==> src/rtl/pipe_execute_if.sv <==
// Execute-stage bus: operands from the D->E register in, forwarding taps and
// E->M register contents out. The stage drives "slave", the upstream side "master".
interface pipe_execute_if;
  logic [1:0]  E_stat;
  logic [3:0]  E_icode;
  logic [3:0]  E_ifun;
  logic [63:0] E_valC;
  logic [63:0] E_valA;
  logic [63:0] E_valB;
  logic [3:0]  E_dstE;
  logic [3:0]  E_dstM;
  logic [1:0]  m_stat;
  logic [1:0]  W_stat;
  logic        M_bubble;

  logic [63:0] e_valE;
  logic [3:0]  e_dstE;
  logic        e_Cnd;

  logic [1:0]  M_stat;
  logic [3:0]  M_icode;
  logic        M_Cnd;
  logic [63:0] M_valE;
  logic [63:0] M_valA;
  logic [3:0]  M_dstE;
  logic [3:0]  M_dstM;

  modport master (
    output E_stat, E_icode, E_ifun, E_valC, E_valA, E_valB, E_dstE, E_dstM,
    output m_stat, W_stat, M_bubble,
    input  e_valE, e_dstE, e_Cnd,
    input  M_stat, M_icode, M_Cnd, M_valE, M_valA, M_dstE, M_dstM
  );

  modport slave (
    input  E_stat, E_icode, E_ifun, E_valC, E_valA, E_valB, E_dstE, E_dstM,
    input  m_stat, W_stat, M_bubble,
    output e_valE, e_dstE, e_Cnd,
    output M_stat, M_icode, M_Cnd, M_valE, M_valA, M_dstE, M_dstM
  );
endinterface

==> src/rtl/pipe_execute.sv <==
// Y86-64 execute stage: ALU, condition codes, branch/cmov condition and the
// E->M pipeline register with bubble insertion.
module pipe_execute (
  input  logic          clk,
  input  logic          rst_n,
  pipe_execute_if.slave ex
);

  localparam logic [3:0] I_NOP    = 4'h1;
  localparam logic [3:0] I_RRMOVQ = 4'h2;
  localparam logic [3:0] I_IRMOVQ = 4'h3;
  localparam logic [3:0] I_RMMOVQ = 4'h4;
  localparam logic [3:0] I_MRMOVQ = 4'h5;
  localparam logic [3:0] I_OPQ    = 4'h6;
  localparam logic [3:0] I_CALL   = 4'h8;
  localparam logic [3:0] I_RET    = 4'h9;
  localparam logic [3:0] I_PUSHQ  = 4'hA;
  localparam logic [3:0] I_POPQ   = 4'hB;

  localparam logic [3:0] A_ADD = 4'h0;
  localparam logic [3:0] A_SUB = 4'h1;
  localparam logic [3:0] A_AND = 4'h2;
  localparam logic [3:0] A_XOR = 4'h3;

  localparam logic [1:0] S_AOK  = 2'b00;
  localparam logic [3:0] R_NONE = 4'hF;

  localparam logic signed [63:0] STACK_STEP = 64'sd8;

  typedef struct packed {
    logic zf;
    logic sf;
    logic of;
  } cc_t;

  typedef struct packed {
    logic [1:0]  stat;
    logic [3:0]  icode;
    logic        cnd;
    logic [63:0] val_e;
    logic [63:0] val_a;
    logic [3:0]  dst_e;
    logic [3:0]  dst_m;
  } m_reg_t;

  localparam cc_t    CC_RESET = '{zf: 1'b1, sf: 1'b0, of: 1'b0};
  localparam m_reg_t M_NOP    = '{stat: S_AOK, icode: I_NOP, cnd: 1'b0,
                                  val_e: 64'd0, val_a: 64'd0,
                                  dst_e: R_NONE, dst_m: R_NONE};

  function automatic logic signed [63:0] alu_result(
    input logic [3:0]         fun,
    input logic signed [63:0] a,
    input logic signed [63:0] b
  );
    case (fun)
      A_ADD:   return b + a;
      A_SUB:   return b - a;
      A_AND:   return b & a;
      A_XOR:   return b ^ a;
      default: return 64'sd0;
    endcase
  endfunction

  // Overflow uses operand/result sign bits; logical ops never overflow.
  function automatic cc_t alu_flags(
    input logic [3:0]         fun,
    input logic signed [63:0] a,
    input logic signed [63:0] b,
    input logic signed [63:0] r
  );
    cc_t f;
    f.zf = (r == 64'sd0);
    f.sf = r[63];
    case (fun)
      A_ADD:   f.of = (a[63] == b[63]) && (r[63] != a[63]);
      A_SUB:   f.of = (b[63] != a[63]) && (r[63] != b[63]);
      default: f.of = 1'b0;
    endcase
    return f;
  endfunction

  function automatic logic cond_eval(input logic [3:0] fun, input cc_t cc);
    logic lt;
    lt = cc.sf ^ cc.of;
    case (fun)
      4'h0:    return 1'b1;
      4'h1:    return lt | cc.zf;
      4'h2:    return lt;
      4'h3:    return cc.zf;
      4'h4:    return ~cc.zf;
      4'h5:    return ~lt;
      4'h6:    return ~lt & ~cc.zf;
      default: return 1'b0;
    endcase
  endfunction

  logic signed [63:0] alu_a;
  logic signed [63:0] alu_b;
  logic signed [63:0] alu_r;
  logic [3:0]         alu_fun;
  cc_t                alu_cc;
  cc_t                cc_q, cc_d;
  logic               set_cc;
  logic               cnd;
  logic [3:0]         dst_e;
  m_reg_t             m_q, m_d;

  always_comb begin
    alu_a = 64'sd0;
    case (ex.E_icode)
      I_RRMOVQ, I_OPQ:           alu_a = $signed(ex.E_valA);
      I_IRMOVQ, I_RMMOVQ,
      I_MRMOVQ:                  alu_a = $signed(ex.E_valC);
      I_CALL, I_PUSHQ:           alu_a = -STACK_STEP;
      I_RET, I_POPQ:             alu_a = STACK_STEP;
      default:                   alu_a = 64'sd0;
    endcase
  end

  always_comb begin
    alu_b = 64'sd0;
    case (ex.E_icode)
      I_RMMOVQ, I_MRMOVQ, I_OPQ,
      I_CALL, I_RET, I_PUSHQ,
      I_POPQ:                    alu_b = $signed(ex.E_valB);
      default:                   alu_b = 64'sd0;
    endcase
  end

  always_comb begin
    alu_fun = (ex.E_icode == I_OPQ) ? ex.E_ifun : A_ADD;
    alu_r   = alu_result(alu_fun, alu_a, alu_b);
    alu_cc  = alu_flags(alu_fun, alu_a, alu_b, alu_r);
  end

  // Conditions read the held CC, so an OPq's flags reach the next instruction.
  always_comb begin
    set_cc = (ex.E_icode == I_OPQ) && (ex.m_stat == S_AOK) && (ex.W_stat == S_AOK);
    cc_d   = set_cc ? alu_cc : cc_q;
    cnd    = cond_eval(ex.E_ifun, cc_q);
    dst_e  = ((ex.E_icode == I_RRMOVQ) && !cnd) ? R_NONE : ex.E_dstE;
  end

  always_comb begin
    m_d = M_NOP;
    if (!ex.M_bubble) begin
      m_d.stat  = ex.E_stat;
      m_d.icode = ex.E_icode;
      m_d.cnd   = cnd;
      m_d.val_e = alu_r;
      m_d.val_a = ex.E_valA;
      m_d.dst_e = dst_e;
      m_d.dst_m = ex.E_dstM;
    end
  end

  // E->M register boundary and condition-code state
  always_ff @(posedge clk or negedge rst_n) begin
    if (!rst_n) begin
      cc_q <= CC_RESET;
      m_q  <= M_NOP;
    end else begin
      cc_q <= cc_d;
      m_q  <= m_d;
    end
  end

  assign ex.e_valE  = alu_r;
  assign ex.e_dstE  = dst_e;
  assign ex.e_Cnd   = cnd;

  assign ex.M_stat  = m_q.stat;
  assign ex.M_icode = m_q.icode;
  assign ex.M_Cnd   = m_q.cnd;
  assign ex.M_valE  = m_q.val_e;
  assign ex.M_valA  = m_q.val_a;
  assign ex.M_dstE  = m_q.dst_e;
  assign ex.M_dstM  = m_q.dst_m;

endmodule

==> src/flat_wrapper.sv <==
// flat-port wrapper written by rule: the top's interface ports become plain ports
module pipe_execute_flat 
  (clk, rst_n, ex_E_stat, ex_E_icode, ex_E_ifun, ex_E_valC, ex_E_valA, ex_E_valB, ex_E_dstE, ex_E_dstM, ex_m_stat, ex_W_stat, ex_M_bubble, ex_e_valE, ex_e_dstE, ex_e_Cnd, ex_M_stat, ex_M_icode, ex_M_Cnd, ex_M_valE, ex_M_valA, ex_M_dstE, ex_M_dstM);
  pipe_execute_if ex_i ();
  input  logic clk;
  input  logic rst_n;
  input wire logic [$bits(ex_i.E_stat)-1:0] ex_E_stat;
  input wire logic [$bits(ex_i.E_icode)-1:0] ex_E_icode;
  input wire logic [$bits(ex_i.E_ifun)-1:0] ex_E_ifun;
  input wire logic [$bits(ex_i.E_valC)-1:0] ex_E_valC;
  input wire logic [$bits(ex_i.E_valA)-1:0] ex_E_valA;
  input wire logic [$bits(ex_i.E_valB)-1:0] ex_E_valB;
  input wire logic [$bits(ex_i.E_dstE)-1:0] ex_E_dstE;
  input wire logic [$bits(ex_i.E_dstM)-1:0] ex_E_dstM;
  input wire logic [$bits(ex_i.m_stat)-1:0] ex_m_stat;
  input wire logic [$bits(ex_i.W_stat)-1:0] ex_W_stat;
  input wire logic [$bits(ex_i.M_bubble)-1:0] ex_M_bubble;
  output wire logic [$bits(ex_i.e_valE)-1:0] ex_e_valE;
  output wire logic [$bits(ex_i.e_dstE)-1:0] ex_e_dstE;
  output wire logic [$bits(ex_i.e_Cnd)-1:0] ex_e_Cnd;
  output wire logic [$bits(ex_i.M_stat)-1:0] ex_M_stat;
  output wire logic [$bits(ex_i.M_icode)-1:0] ex_M_icode;
  output wire logic [$bits(ex_i.M_Cnd)-1:0] ex_M_Cnd;
  output wire logic [$bits(ex_i.M_valE)-1:0] ex_M_valE;
  output wire logic [$bits(ex_i.M_valA)-1:0] ex_M_valA;
  output wire logic [$bits(ex_i.M_dstE)-1:0] ex_M_dstE;
  output wire logic [$bits(ex_i.M_dstM)-1:0] ex_M_dstM;
  assign ex_i.E_stat = ex_E_stat;
  assign ex_i.E_icode = ex_E_icode;
  assign ex_i.E_ifun = ex_E_ifun;
  assign ex_i.E_valC = ex_E_valC;
  assign ex_i.E_valA = ex_E_valA;
  assign ex_i.E_valB = ex_E_valB;
  assign ex_i.E_dstE = ex_E_dstE;
  assign ex_i.E_dstM = ex_E_dstM;
  assign ex_i.m_stat = ex_m_stat;
  assign ex_i.W_stat = ex_W_stat;
  assign ex_i.M_bubble = ex_M_bubble;
  assign ex_e_valE = ex_i.e_valE;
  assign ex_e_dstE = ex_i.e_dstE;
  assign ex_e_Cnd = ex_i.e_Cnd;
  assign ex_M_stat = ex_i.M_stat;
  assign ex_M_icode = ex_i.M_icode;
  assign ex_M_Cnd = ex_i.M_Cnd;
  assign ex_M_valE = ex_i.M_valE;
  assign ex_M_valA = ex_i.M_valA;
  assign ex_M_dstE = ex_i.M_dstE;
  assign ex_M_dstM = ex_i.M_dstM;
  pipe_execute u_core (.clk(clk), .rst_n(rst_n), .ex(ex_i));
endmodule
==> config.mk <==
export PLATFORM = sky130hd
export DESIGN_NAME = pipe_execute_flat
export DESIGN_NICKNAME = d
export VERILOG_FILES = /design/src/rtl/pipe_execute_if.sv /design/src/rtl/pipe_execute.sv /design/src/flat_wrapper.sv
export SDC_FILE = /design/constraint.sdc
export NUM_CORES = 1
export LEC_CHECK = 0
export BUFFER_PORTS_ARGS = -buffer_cell sky130_fd_sc_hd__buf_2
export CAP_MARGIN = 25
export CORE_MARGIN = 3
export CORE_UTILIZATION = 40
export DETAILED_ROUTE_END_ITERATION = 10
export MAX_ROUTING_LAYER = met4
export SLEW_MARGIN = 20
export SYNTH_ARGS = -nofsm -noshare
export SYNTH_HDL_FRONTEND = slang
export SYNTH_SLANG_ARGS = --single-unit
==> constraint.sdc <==
create_clock -name clk -period 12.3 [get_ports clk]
set_clock_uncertainty 0.05 [all_clocks]
set_input_delay 0.615 -clock clk [delete_from_list [all_inputs] [get_ports clk]]
set_output_delay 0.615 -clock clk [all_outputs]
set_load 0.02 [all_outputs]
======== After elaboration in Yosys (flattened, before gate mapping) ========
Cells that the tools add are included.
word-level totals
  register bits after elaboration ......... 146
  bits of input ports ..................... 217
  output and inout port bits .............. 212
  logic and storage cells ................. 65
cells by class
  $add $sub $neg .......................... 2
  eq/ne operators ......................... 22
  muxes and demuxes ....................... 8
  bitwise logic cells ..................... 7
  reduce and logical (&&, ||, !) cells .... 16
operators by type and width
  operator            count
  $pmux 64 s4         2
  $mux 143            1
  $add 64x64->64      1
  $and 64x64->64      1
  $logic_not 64->1    1
  $mux 64             1
  $sub 64x64->64      1
  $xor 64x64->64      1
  $eq 4x2->1 const B  6
  $eq 4x3->1 const B  6
  $eq 4x4->1 const B  4
  $eq 4x1->1 const B  2
  $logic_not 4->1     2
  $mux 4              2
  $pmux 1 s7          1
  $reduce_or 7->1     1
  $reduce_or 2->1     3
  $logic_and 1x1->1   5
  $logic_not 2->1     2
  $ne 1x1->1          3
  $reduce_or 3->1     1
  $not 1->1           2
  $pmux 1 s2          1
  $and 1x1->1         1
  4 further kinds     4

======== Logic depth before layout (Yosys ltp) ========
Gate-level depths: netlist (run 1).
  word-level depth ........................ 8
  gate-level depth with buffers ........... 31
  gate-level depth less buffers ........... 27

======== Worst setup path before layout (run 1) ========
Ideal clock, no wire load.
  path kind ............................... input to register
  from .................................... input ex_E_ifun[0]
  to ...................................... register u_core.cc_q[2] in the netlist's numbering
  setup time .............................. 0.097 ns
  data arrival time ....................... 6.954 ns
  data required time ...................... 12.153 ns
  path slack .............................. 5.198 ns
  cell stages on the path ................. 24
  buffers on the path ..................... 9
  cell sequence ........................... clkbuf_1 -> buf_1 -> clkbuf_1 -> buf_2 -> buf_1 -> buf_2 -> and3_1 -> clkbuf_1 -> buf_1 -> nor2_1 -> xnor2_1 -> ha_1 -> clkbuf_1 -> and3_1 -> nand3_1 -> a2111oi_0 -> o2111a_1 -> nor4_1 -> o31ai_1 -> a211o_1 -> xor2_1 -> o22ai_1 -> or4b_1 -> o41ai_2
RTL lines
  element                 RTL line             text
  start: declaration      flat_wrapper.sv:9    input wire logic [$bits(ex_i.E_ifun)-1:0] ex_E_ifun;
  end signal: assignment  pipe_execute.sv:161  cc_q <= CC_RESET;
  end signal: assignment  pipe_execute.sv:164  cc_q <= cc_d;
  end: declaration        pipe_execute.sv:103  cc_t cc_q, cc_d;

======== Worst setup path after layout (run 1) ========
  from .................................... input ex_E_icode[1]
  to ...................................... output ex_e_valE[63]
between the ends
  cells in the longest elaborated chain, start to end .. 5
  elaborated cells on any way between the ends .. 26
  classes of those cells .................. add/sub: 2; eq/ne: 12; mux: 4; bitwise: 2; reduce/logical: 6
ends and longest elaborated chain
  element                                        RTL line                                  text
  start: declaration                             flat_wrapper.sv:8                         input wire logic [$bits(ex_i.E_icode)-1:0] ex_E_icode;
  $eq 4x2->1 (tied with other cells)             pipe_execute.sv:111                       case (ex.E_icode)
  $reduce_or 3->1 (tied with other cells)        pipe_execute.sv:111
  $pmux 64 s4 / $mux 64 (equally long branches)  pipe_execute.sv:111, pipe_execute.sv:123
  $sub 64x64->64 (tied with other cells)         pipe_execute.sv:58                        A_SUB: return b - a;
  $pmux 64 s4 (*)                                pipe_execute.sv:56                        case (fun)
  end: declaration                               flat_wrapper.sv:18                        output wire logic [$bits(ex_i.e_valE)-1:0] ex_e_valE;
Mark *: on every way between the ends. The rest lies on a longest branch, timed or not.

==> summary.txt, run 1 <==
Status - complete, no violations
Crit Path Class - in -> out
Post-synth EDFFs - 0
Final GP Congestion - 0.951
Reg2reg path depth - 6
Overall Global Routing Usage - 33.4%
Synth Register Bits - 146
Initial detailed-routing violation count - 1609
Ys async rst share - 100%
Worst endpoint required time - 11640 ps
Complex-gate fraction of the synthesized area - 23.1%
Final Hold Violating Endpoints - 0
Adder-Cell Fraction of Synth Area - 10.1%
Final instance area - 0.0187 mm^2
Horiz. Die Dim - 204 um
Number of max-cap violations - 0
Synth area leader - dfrtp_1
Worst-margin pin slew - 1020 ps
Crit path max-delay cell type - a2111oi_0
Largest net degree at the start of global routing - 104
Share of layout cells above drive strength 1 - 23.0%
Final antenna-violating net count - 0
Pwr per Cell Area - 109 mW/mm^2
Top post-synthesis cells by count - 180 x a21oi_1, 175 x nand2_1, 169 x nor2_1, 136 x dfrtp_1, 125 x ha_1
Detailed Routing Iterations Pass 1 - 6
Tcrit/Tclk final - 69.8%
First-pass GRT wire length - 103 mm
Delay-heaviest family, CP - compound AO/OA/AOI/OAI gates
Finish-stage setup viols - 0
Setup crit start kind - input pin
Post-Synthesis Net Count - 2393
WL final - 69.5 mm
Worst path cell trace - buf_4 -> buf_4 -> inv_1 -> a221o_1 -> a21oi_1 -> nand4_1 -> nor3_2 -> nand2_1 -> o31ai_1 -> xnor2_1 -> ha_1 -> nand2_1 -> o21ai_0 -> a21oi_1 -> a2111oi_0 -> o2111a_1 -> nor4_1 -> o31ai_1 -> a211o_1 -> xor2_1 -> o22ai_1 -> buf_2
Final critical-path required period - 8590 ps
Mux cell area share after synthesis - 4.45%
Post-CTS resize count - 0
Critical path's largest stage delay - 820 ps
Post-Synth XOR/XNOR Area - 5.89%
Synthesized instance count - 2050
DP Area - 0.0181 mm^2
CTS buffer count - 17
Max Slew Vio Count - 0
CP max FO - 103
Sum Neg Setup Slack - 0 ps
VDD IR max - 0.0908 mV
Worst setup EP type - primary output
Critical path buffers and inverters - 4
Clk buf depth - 2
Hold Buf Count CTS - 0
Total grt overflow - 0
Synth Area in Simple Gates - 27.3%
Worst-path clk slew - 60 ps
Io pins - 429
PortBufs - 428
Worst slew margin - 31.2%
Sequential-to-total area share from yosys stat - 23.3%
Post-synthesis area per instance - 7.69 um^2
Row Count - 72
Synth area leaders - dfrtp_1 22%, ha_1 9.9%, a21oi_1 5.7%
Post-DR vias/cell - 5.84
Synthesis Warnings - 0
Fill cell total of the finished layout - 3988
Syn Std Cell Area - 0.0158 mm^2
Vert. Die Dim - 204 um
Clk root buf - clkbuf_16
Distinct cells, synth - 81
Die ar. - 0.0418 mm^2
Initial Utilization - 40.6%
Clk sinks - 146
Crit path DAT - 7920 ps
CTS HTree Levels - 4
DRC - 0
Post-CTS Setup Inserts - 0
Syn-to-layout area delta - 18.9%
Max Fclk - 116 MHz
Prevailing post-synth register cell - dfrtp_1
Final-stage net count - 2711
WL per Instance - 23.9 um
Post-DP HPWL - 55.7 mm
Main combinational cell family by area after synthesis - simple AND/OR/NAND/NOR gates
Via count - 17.0k
Type of the worst min-delay path - in -> async
RSZ-0062 raised after global routing - no
Initial antenna violation count - 6
Vias in the first global route - 16.8k
Critical path depth - 22
Clock latency on the worst-skew pair - 470 ps
Leak pwr - 9.28 nW
Most common cell in the synthesized netlist - a21oi_1
CTS tree - yes
Post-synth top area share - 21.6%
Std-Cell Core Area - 0.0388 mm^2
==> per-layer routing <==
metal | GRT usage (%) | vias to the layer above | wire length [um]
met3 | 4.32 | 123 | 4060
met2 | 57.7 | 688 | 34900
li1 | - | 7980 | -
met1 | 39.5 | 8199 | 28000
met5 | - | - | 0
met4 | 13.0 | 0 | 2590
==> registers in the layout, summed over array words and instances, names as in the netlist <==
name               flops
u_core.ex.M_valA      64
u_core.ex.M_valE      64
u_core.ex.M_dstE       4
u_core.ex.M_dstM       4
u_core.ex.M_icode      4
u_core.cc_q            3
u_core.ex.M_stat       2
u_core.ex.M_Cnd        1
==> cell usage in the layout (no fill, tap or decap), drive strengths merged, types with 37 or more instances in the layout <==
master and count:
a21oi 185, nor3 43, nor2 169, nand3 37, a311oi 46, nand4 38
mux2i 61, inv 87, nand2 175, buf 444, dfrtp 136, nand2b 42
xnor2 70, and2 63, ha 125, nor2b 121, o21ai 97
==> worst paths after layout <==
check	from	to	slack, ps
setup / recovery	ex_E_icode[1]	ex_e_valE[63]	3710
hold / removal	rst_n	u_core.ex.M_stat[0]	140
setup reg to reg	u_core.cc_q[0]	u_core.ex.M_dstE[3]	10360
hold reg to reg	u_core.cc_q[1]	u_core.cc_q[1]	490
max in group asynchronous	rst_n	u_core.ex.M_valE[27]	10690
min in group clk	ex_E_dstM[3]	u_core.ex.M_dstM[3]	290
==> cell families after synthesis <==
logic type / count (synthesis)
multiplexers: 69
flip-flops: 146
AO/OA/AOI/OAI: 553
adder cells (fa/ha/maj): 127
buffers and inverters: 229
XOR/XNOR: 106
AND/OR/NAND/NOR: 820
==> power by group <==
part	total, mW	switching (mW)	internal [mW]
Sequential	0.534	0.0101	0.524
Combinational	0.964	0.636	0.328
Clock	0.553	0.245	0.307
Total	2.05	0.891	1.16
==> final cells by class <==
cell class	count	area, um^2	area share (%)
Clock buffer	19	443	2.36
Multi-Input combinational cell	1675	11200	59.8
Tap cell	518	648	3.46
Antenna cell	8	20.0	0.107
Timing Repair Buffer	445	2290	12.2
Sequential cell	146	3670	19.6
Clock inverter	13	151	0.808
Inverter	83	312	1.66
==> per-stage QoR <==
step / power, mW / hold slack (ps) / setup slack, ps / std cells / util, %
after CTS: 2.05 / 157 / 3780 / 2896 / 48.1
after floorplan: 1.16 / 269 / 5200 / 2050 / -
after detailed placement: 1.49 / 470 / 3350 / 2864 / 46.6
after global placement: 1.49 / 471 / 3570 / 2864 / 46.6
final: 2.05 / 137 / 3710 / 2907 / 48.3
after global routing: 2.16 / 174 / 3120 / 2905 / 48.2
No activity file was read; power rests on OpenSTA's default activity.
==> inputs of run 2 (changes only) <==
- PLACE_DENSITY: not set -> 0.66
- clock period: 12.3 -> 6.9 ns (I/O delays scaled with it)
==> run 2 against run 1 <==
Effect of this change: flip-flop and latch count stayed put; worst setup slack worse by 3600 ps; core utilization is 2.2 points higher; combinational power grew 87%; global-route usage increased by 1.1 points; hold slack worse by 120 ps; first-iteration DRC count grew 1.4%; sequential share of layout area shrank 0.84 points.
==> summary.txt, run 2 (synthesized netlist as in run 1, its figures left out) <==
Crit path DAT - 6400 ps (-1520 ps)
R2r startpoint - u_core.cc_q[0]
Finish-stage setup viols - 0 (unchanged)
CTS HTree Levels - 4 (unchanged)
Worst setup EP type - primary output
Sum Neg Setup Slack - 0 ps (unchanged)
DP Cell Count - 2958 (+3.3%)
Final antenna-violating net count - 0 (unchanged)
Leak pwr - 9.80 nW (+5.6%)
Crit path max-delay cell type - a2111oi_1
Most frequent cells in the layout - 423 x buf_2, 178 x a21oi_1, 175 x nand2_1
Status - complete, no violations
Clk sinks - 146 (unchanged)
CP max FO - 15 (-85%)
Pwr per Cell Area - 194 mW/mm^2 (+77%)
Syn-to-layout area delta - 24.2%
Io pins - 429 (unchanged)
Type of the worst min-delay path - in -> reg
Final cell count without fillers - 2999 (+3.2%)
WL per Instance - 23.9 um (about the same)
Fill cell total of the finished layout - 3861 (-3.2%)
Detailed Routing Iterations Pass 1 - 6 (unchanged)
Final Hold Violating Endpoints - 0 (unchanged)
CTS tree - yes
Post-DP HPWL - 57.8 mm (+3.9%)
Vias in the first global route - 17.5k (+3.9%)
Launch point of the worst path - ex_E_icode[2]
Final-stage net count - 2807 (+3.5%)
Worst endpoint required time - 6500 ps (-5140 ps)
FF-to-FF setup slack - 4920 ps (-5440 ps)
Largest net degree at the start of global routing - 77 (-26%)
Tcrit/Tclk final - 98.4%
Initial antenna violation count - 5 (-1)
FF+latch area - 0.00367 mm^2 (unchanged)
Number of max-cap violations - 0 (unchanged)
Die ar. - 0.0418 mm^2 (unchanged)
Final GP Congestion - 1.01 (+5.7%)
Max Fclk - 147 MHz
Final critical-path required period - 6790 ps
Total grt overflow - 0 (unchanged)
Initial Utilization - 40.6% (unchanged)
Reg2reg path depth - 6 (unchanged)
CP most frequent cell - buf_4
DRC - 0 (unchanged)
Critical path's largest stage delay - 490 ps (-330 ps)
Worst-margin pin slew - 925 ps (-97.9 ps)
R2r endpoint - u_core.ex.M_dstE[3]
Overall Global Routing Usage - 34.5% (+1.1 points)
Post-DR vias/cell - 5.93 (+1.5%)
Max Slew Vio Count - 0 (unchanged)
Clock latency on the worst-skew pair - 490 ps (+20 ps)
Setup crit start kind - input pin
Setup Slack @ Placement - -154 ps (-3510 ps)
Horiz. Die Dim - 204 um (unchanged)
Final WS setup - 108 ps (-3610 ps)
CTS buffer count - 17 (unchanged)
PortBufs - 428 (unchanged)
Via count - 17.8k (+4.7%)
Share of layout cells above drive strength 1 - 26.3% (+3.3 points)
Clk root buf - clkbuf_16
Worst slew margin - 38.3% (+7.2 points)
Crit Path Class - in -> out
Row Count - 72 (unchanged)
WL final - 71.8 mm (+3.2%)
Post-CTS Setup Inserts - 0 (unchanged)
Hold Worst Slack - 21.4 ps (-116 ps)
VDD IR max - 0.172 mV (+89%)
Worst-path clk slew - 70 ps (about the same)
Std-Cell Core Area - 0.0388 mm^2 (unchanged)
First-pass GRT wire length - 107 mm (+3.0%)
Vert. Die Dim - 204 um (unchanged)
CP endpoint - ex_e_valE[63]
Multi-input logic area - 0.0113 mm^2 (+0.47%)
Worst path cell trace - buf_2 -> buf_4 -> nor2b_2 -> a221o_1 -> a21oi_2 -> nand4_1 -> nor3_1 -> and3_1 -> a31oi_2 -> xnor2_1 -> ha_1 -> and3_1 -> nand3_1 -> a2111oi_1 -> buf_4 -> o2111a_1 -> nor4_2 -> o31ai_1 -> buf_4 -> a211o_1 -> xor2_1 -> o22ai_1 -> buf_4 -> buf_2
Clk buf depth - 2 (unchanged)
Most common cell after layout, fill and taps aside - buf_2
Initial detailed-routing violation count - 1632 (+1.4%)
-- run 2: cell types whose count changed in the layout (fill, tap and decap cells not counted), moves of 3 or more --
cell           before  now
buf_12              0    3
buf_4              17  108
clkinvlp_4          3    0
diode_2             8    4
dlygate4sd3_1       0    5
inv_8               1    5
-- run 2: layer usage --
metal	wire length, um	vias to the layer above	GRT usage [%]	share of wire (%)
met5	0	-	-	0
met4	3100	0	13.4	4.3
met3	4820	159	4.68	6.7
met2	35400	855	59.3	49
met1	28400	8587	40.9	40
li1	-	8192	-	-
-- run 2: what timing repair did --
action | in CTS | in global routing
endpoints found under the hold margin | 75 | 0
setup endpoints to repair | 0 | 7
gates resized for setup | 0 | 15
hold buffers | 5 | 0
-- run 2: worst min path at each step --
stage	start	endpoint	slack [ps]	depth (start not counted)
4_1_cts	ex_E_dstE[0]	u_core.ex.M_dstE[0]	8	2
3_5_place_dp	rst_n	u_core.ex.M_valE[56]	390	1
3_3_place_gp	rst_n	u_core.ex.M_valE[61]	380	1
5_1_grt	ex_E_dstE[2]	u_core.ex.M_dstE[2]	10	2
6_report	ex_E_dstE[0]	u_core.ex.M_dstE[0]	20	2
2_1_floorplan	rst_n	u_core.cc_q[0]	-0.6	0
-- run 2: power breakdown --
part	switching, mW	total, mW	internal [mW]
Combinational	1.16	1.80	0.644
Sequential	0.0183	0.952	0.934
Clock	0.488	1.04	0.556
-- run 2: cell type report --
cell class              count  area share, %
diodes                      4         0.0511
clock buffers              17           2.17
clock inverters            15           1.03
inverters                  83           1.59
multi-input cells        1675           57.5
flip-flops and latches    146           18.7
well taps                 518           3.31
repair buffers            541           15.6
-- run 2: worst max-delay path, delay by kind of cell --
family	cells	cell delay (ps)
AO/OA/AOI/OAI	8	2320
AND/OR/NAND/NOR	7	1650
buffers and inverters	6	1230
XOR/XNOR	2	440
adder cells (fa/ha/maj)	1	420
-- run 2: through the flow --
| stage | cell area, um^2 | power (mW) | util, % |
|---|---|---|---|
| 6_report | 19600 | 3.80 | 50.4 |
| 5_1_grt | 19600 | 3.99 | 50.4 |
| 4_1_cts | 19500 | 3.79 | 50.2 |
| 3_5_place_dp | 18800 | 2.73 | 48.5 |
| 3_3_place_gp | 18800 | 2.73 | 48.5 |
| 2_1_floorplan | 15800 | 2.07 | - |
==> inputs of run 3 (changes only) <==
- BUFFER_PORTS_ARGS: -buffer_cell sky130_fd_sc_hd__buf_2 -> not set
- DONT_BUFFER_PORTS: not set -> 1
- PLACE_DENSITY: 0.66 -> not set
==> run 3 against run 2 <==
Effect of this change: global-route usage shrank 1.4 points; first-iteration DRC count shrank 6.1%; cell area decreased by 9.5%; via count is 9.1% lower; clock power about the same; combinational power fell by 21%; non-clock buffer count shrank 410; largest cell class unchanged; hold slack improved by 97 ps; wire length is 4.6% lower; highest routed layer unchanged.
==> summary.txt, run 3 (synthesized netlist as in run 1, its figures left out) <==
Sum Neg Setup Slack - 0 ps (unchanged)
Delay-heaviest family, CP - compound AO/OA/AOI/OAI gates
Die ar. - 0.0418 mm^2 (unchanged)
Row Count - 72 (unchanged)
WL final - 68.5 mm (-4.6%)
Std-Cell Core Area - 0.0388 mm^2 (unchanged)
Overall Global Routing Usage - 33.0% (-1.4 points)
Critical path's largest stage delay - 390 ps (-100 ps)
Type of the worst min-delay path - in -> reg
First-pass GRT wire length - 101 mm (-5.1%)
VDD IR max - 0.188 mV (+9.4%)
Clock latency on the worst-skew pair - 490 ps (about the same)
CTS buffer count - 17 (unchanged)
DRC - 0 (unchanged)
Clk root buf - clkbuf_16
Initial Utilization - 40.6% (unchanged)
Final cell count without fillers - 2587 (-14%)
CP max FO - 115 (+100)
Number of max-cap violations - 0 (unchanged)
Io pins - 429 (unchanged)
Worst slew margin - 34.8% (-3.5 points)
Launch point of the worst path - ex_E_icode[1]
Setup crit start kind - input pin
Finish-stage setup viols - 0 (unchanged)
CTS HTree Levels - 4 (unchanged)
Internal - 1.98 mW (-7.1%)
Worst setup EP type - primary output
Most frequent cells in the layout - 178 x a21oi_1, 175 x nand2_1, 167 x nor2_1
Initial detailed-routing violation count - 1532 (-6.1%)
Vert. Die Dim - 204 um (unchanged)
Final antenna-violating net count - 0 (unchanged)
R2r startpoint - u_core.cc_q[0]
Clock Power Share - 28.8% (+1.3 points)
Worst path cell trace - inv_1 -> a221o_1 -> a21oi_2 -> nand4_1 -> nor2_1 -> nand3_1 -> nor2_1 -> nand3_1 -> o31ai_1 -> xor2_1 -> ha_1 -> nand2_1 -> o21ai_0 -> a221oi_1 -> o21ai_0 -> buf_4 -> nor4_1 -> o31ai_1 -> buf_4 -> a211o_1 -> xor2_1 -> o22ai_2 -> buf_4
Final-stage net count - 2397 (-15%)
CP most frequent cell - buf_4
RSZ-0062 raised after global routing - no
Crit Path Class - in -> out
Most common cell after layout, fill and taps aside - a21oi_1
Status - complete, no violations
Final Hold Violating Endpoints - 0 (unchanged)
Via count - 16.2k (-9.1%)
Sw frac - 43.3% (-0.45 points)
Crit path DAT - 6100 ps (-300 ps)
Worst endpoint required time - 6500 ps (about the same)
Pwr per Cell Area - 198 mW/mm^2 (+1.9%)
Max Fclk - 154 MHz (+4.5%)
Total grt overflow - 0 (unchanged)
CTS tree - yes
Leak pwr - 8.01 nW (-18%)
Post-DR vias/cell - 6.25 (+5.3%)
Vias in the first global route - 16.1k (-7.8%)
Sequential power share - 30.6% (+5.5 points)
Detailed Routing Iterations Pass 1 - 8 (+2)
Psw - 1.52 mW (-8.8%)
Comb pwr share - 40.6% (-6.8 points)
Worst-path clk slew - 60 ps (about the same)
Syn-to-layout area delta - 12.4%
PortBufs - 0 (-100%)
Final GP Congestion - 1.00 (-0.37%)
WL per Instance - 26.5 um (+11%)
Tcrit/Tclk final - 94.2% (-4.3 points)
Post-DP HPWL - 53.0 mm (-8.4%)
Critical path buffers and inverters - 4 (-2)
Clk sinks - 146 (unchanged)
Hold_sp - ex_E_ifun[3]
Share of layout cells above drive strength 1 - 7.93% (-18 points)
Horiz. Die Dim - 204 um (unchanged)
Post-CTS Setup Inserts - 0 (unchanged)
Crit path max-delay cell type - nor2_1
Clk buf depth - 2 (unchanged)
Final critical-path required period - 6500 ps (-295 ps)
Max Slew Vio Count - 0 (unchanged)
DP Cell Count - 2471 (-16%)
Largest net degree at the start of global routing - 147 (+91%)
Worst-margin pin slew - 967 ps (+42.3 ps)
Initial antenna violation count - 1 (-4)
run 3: area by class of cell:
| cell class | instances | area (um^2) |
|---|---|---|
| clock buffer | 18 | 429 |
| tap | 518 | 648 |
| fill | 3871 | 21100 |
| antenna | 2 | 5.00 |
| sequential | 146 | 3670 |
| inverter | 83 | 312 |
| multi-input combinational | 1675 | 11300 |
| clock inverter | 14 | 171 |
| timing repair buffer | 131 | 1220 |
run 3: path summary, 6_finish.rpt:
check	end	slack, ps	cells past startpoint
min	u_core.ex.M_Cnd	120	2
max	ex_e_valE[63]	400	23
max reg2reg	u_core.ex.M_dstE[1]	4960	6
max in group asynchronous	u_core.ex.M_valE[21]	5730	2
min reg2reg	u_core.cc_q[1]	490	1
min in group asynchronous	u_core.ex.M_valA[55]	520	2
run 3: power groups by stage:
stage | clock (mW) | combinational [mW] | sequential (mW)
4_1_cts | 1.03 | 1.41 | 1.07
3_5_place_dp | 0 | 1.33 | 1.09
5_1_grt | 1.06 | 1.54 | 1.08
6_report | 1.01 | 1.42 | 1.07
3_3_place_gp | 0 | 1.32 | 1.09
2_1_floorplan | 0 | 0.994 | 1.07
run 3: what timing repair did:
action / in CTS / in global routing
setup endpoints to repair: 0 / 6
hold buffers: 81 / 0
gates resized for setup: 0 / 8
hold endpoints to repair: 289 / 0
run 3: per-layer routing:
metal  track usage, %  vias to the layer above  routed length [um]
met2             55.8                      787               33600
li1                 -                     7367                   -
met4             16.7                        0                3650
met1             38.3                     7839               27000
met3             4.89                      176                4270
met5                -                        -                   0
run 3: per-stage QoR:
| stage | hold slack [ps] | worst slack (ps) | power, mW | utilization (%) | instance area [um^2] |
|---|---|---|---|---|---|
| 2_1_floorplan | -0.591 | 68.4 | 2.07 | - | 15800 |
| 3_3_place_gp | 3.62 | 200 | 2.41 | 41.7 | 16200 |
| 3_5_place_dp | 4.46 | 48.8 | 2.42 | 41.7 | 16200 |
| 4_1_cts | 93.1 | 314 | 3.51 | 45.5 | 17700 |
| 5_1_grt | 125 | 27.6 | 3.68 | 45.6 | 17700 |
| 6_report | 118 | 403 | 3.50 | 45.6 | 17700 |
run 3: worst reg2reg max path: cells and delay by family (launching register included):
| family | cells | cell delay (ps) |
|---|---|---|
| AND/OR/NAND/NOR | 2 | 600 |
| flip-flops | 1 | 400 |
| adder cells (fa/ha/maj) | 1 | 340 |
| AO/OA/AOI/OAI | 2 | 310 |
| XOR/XNOR | 1 | 150 |
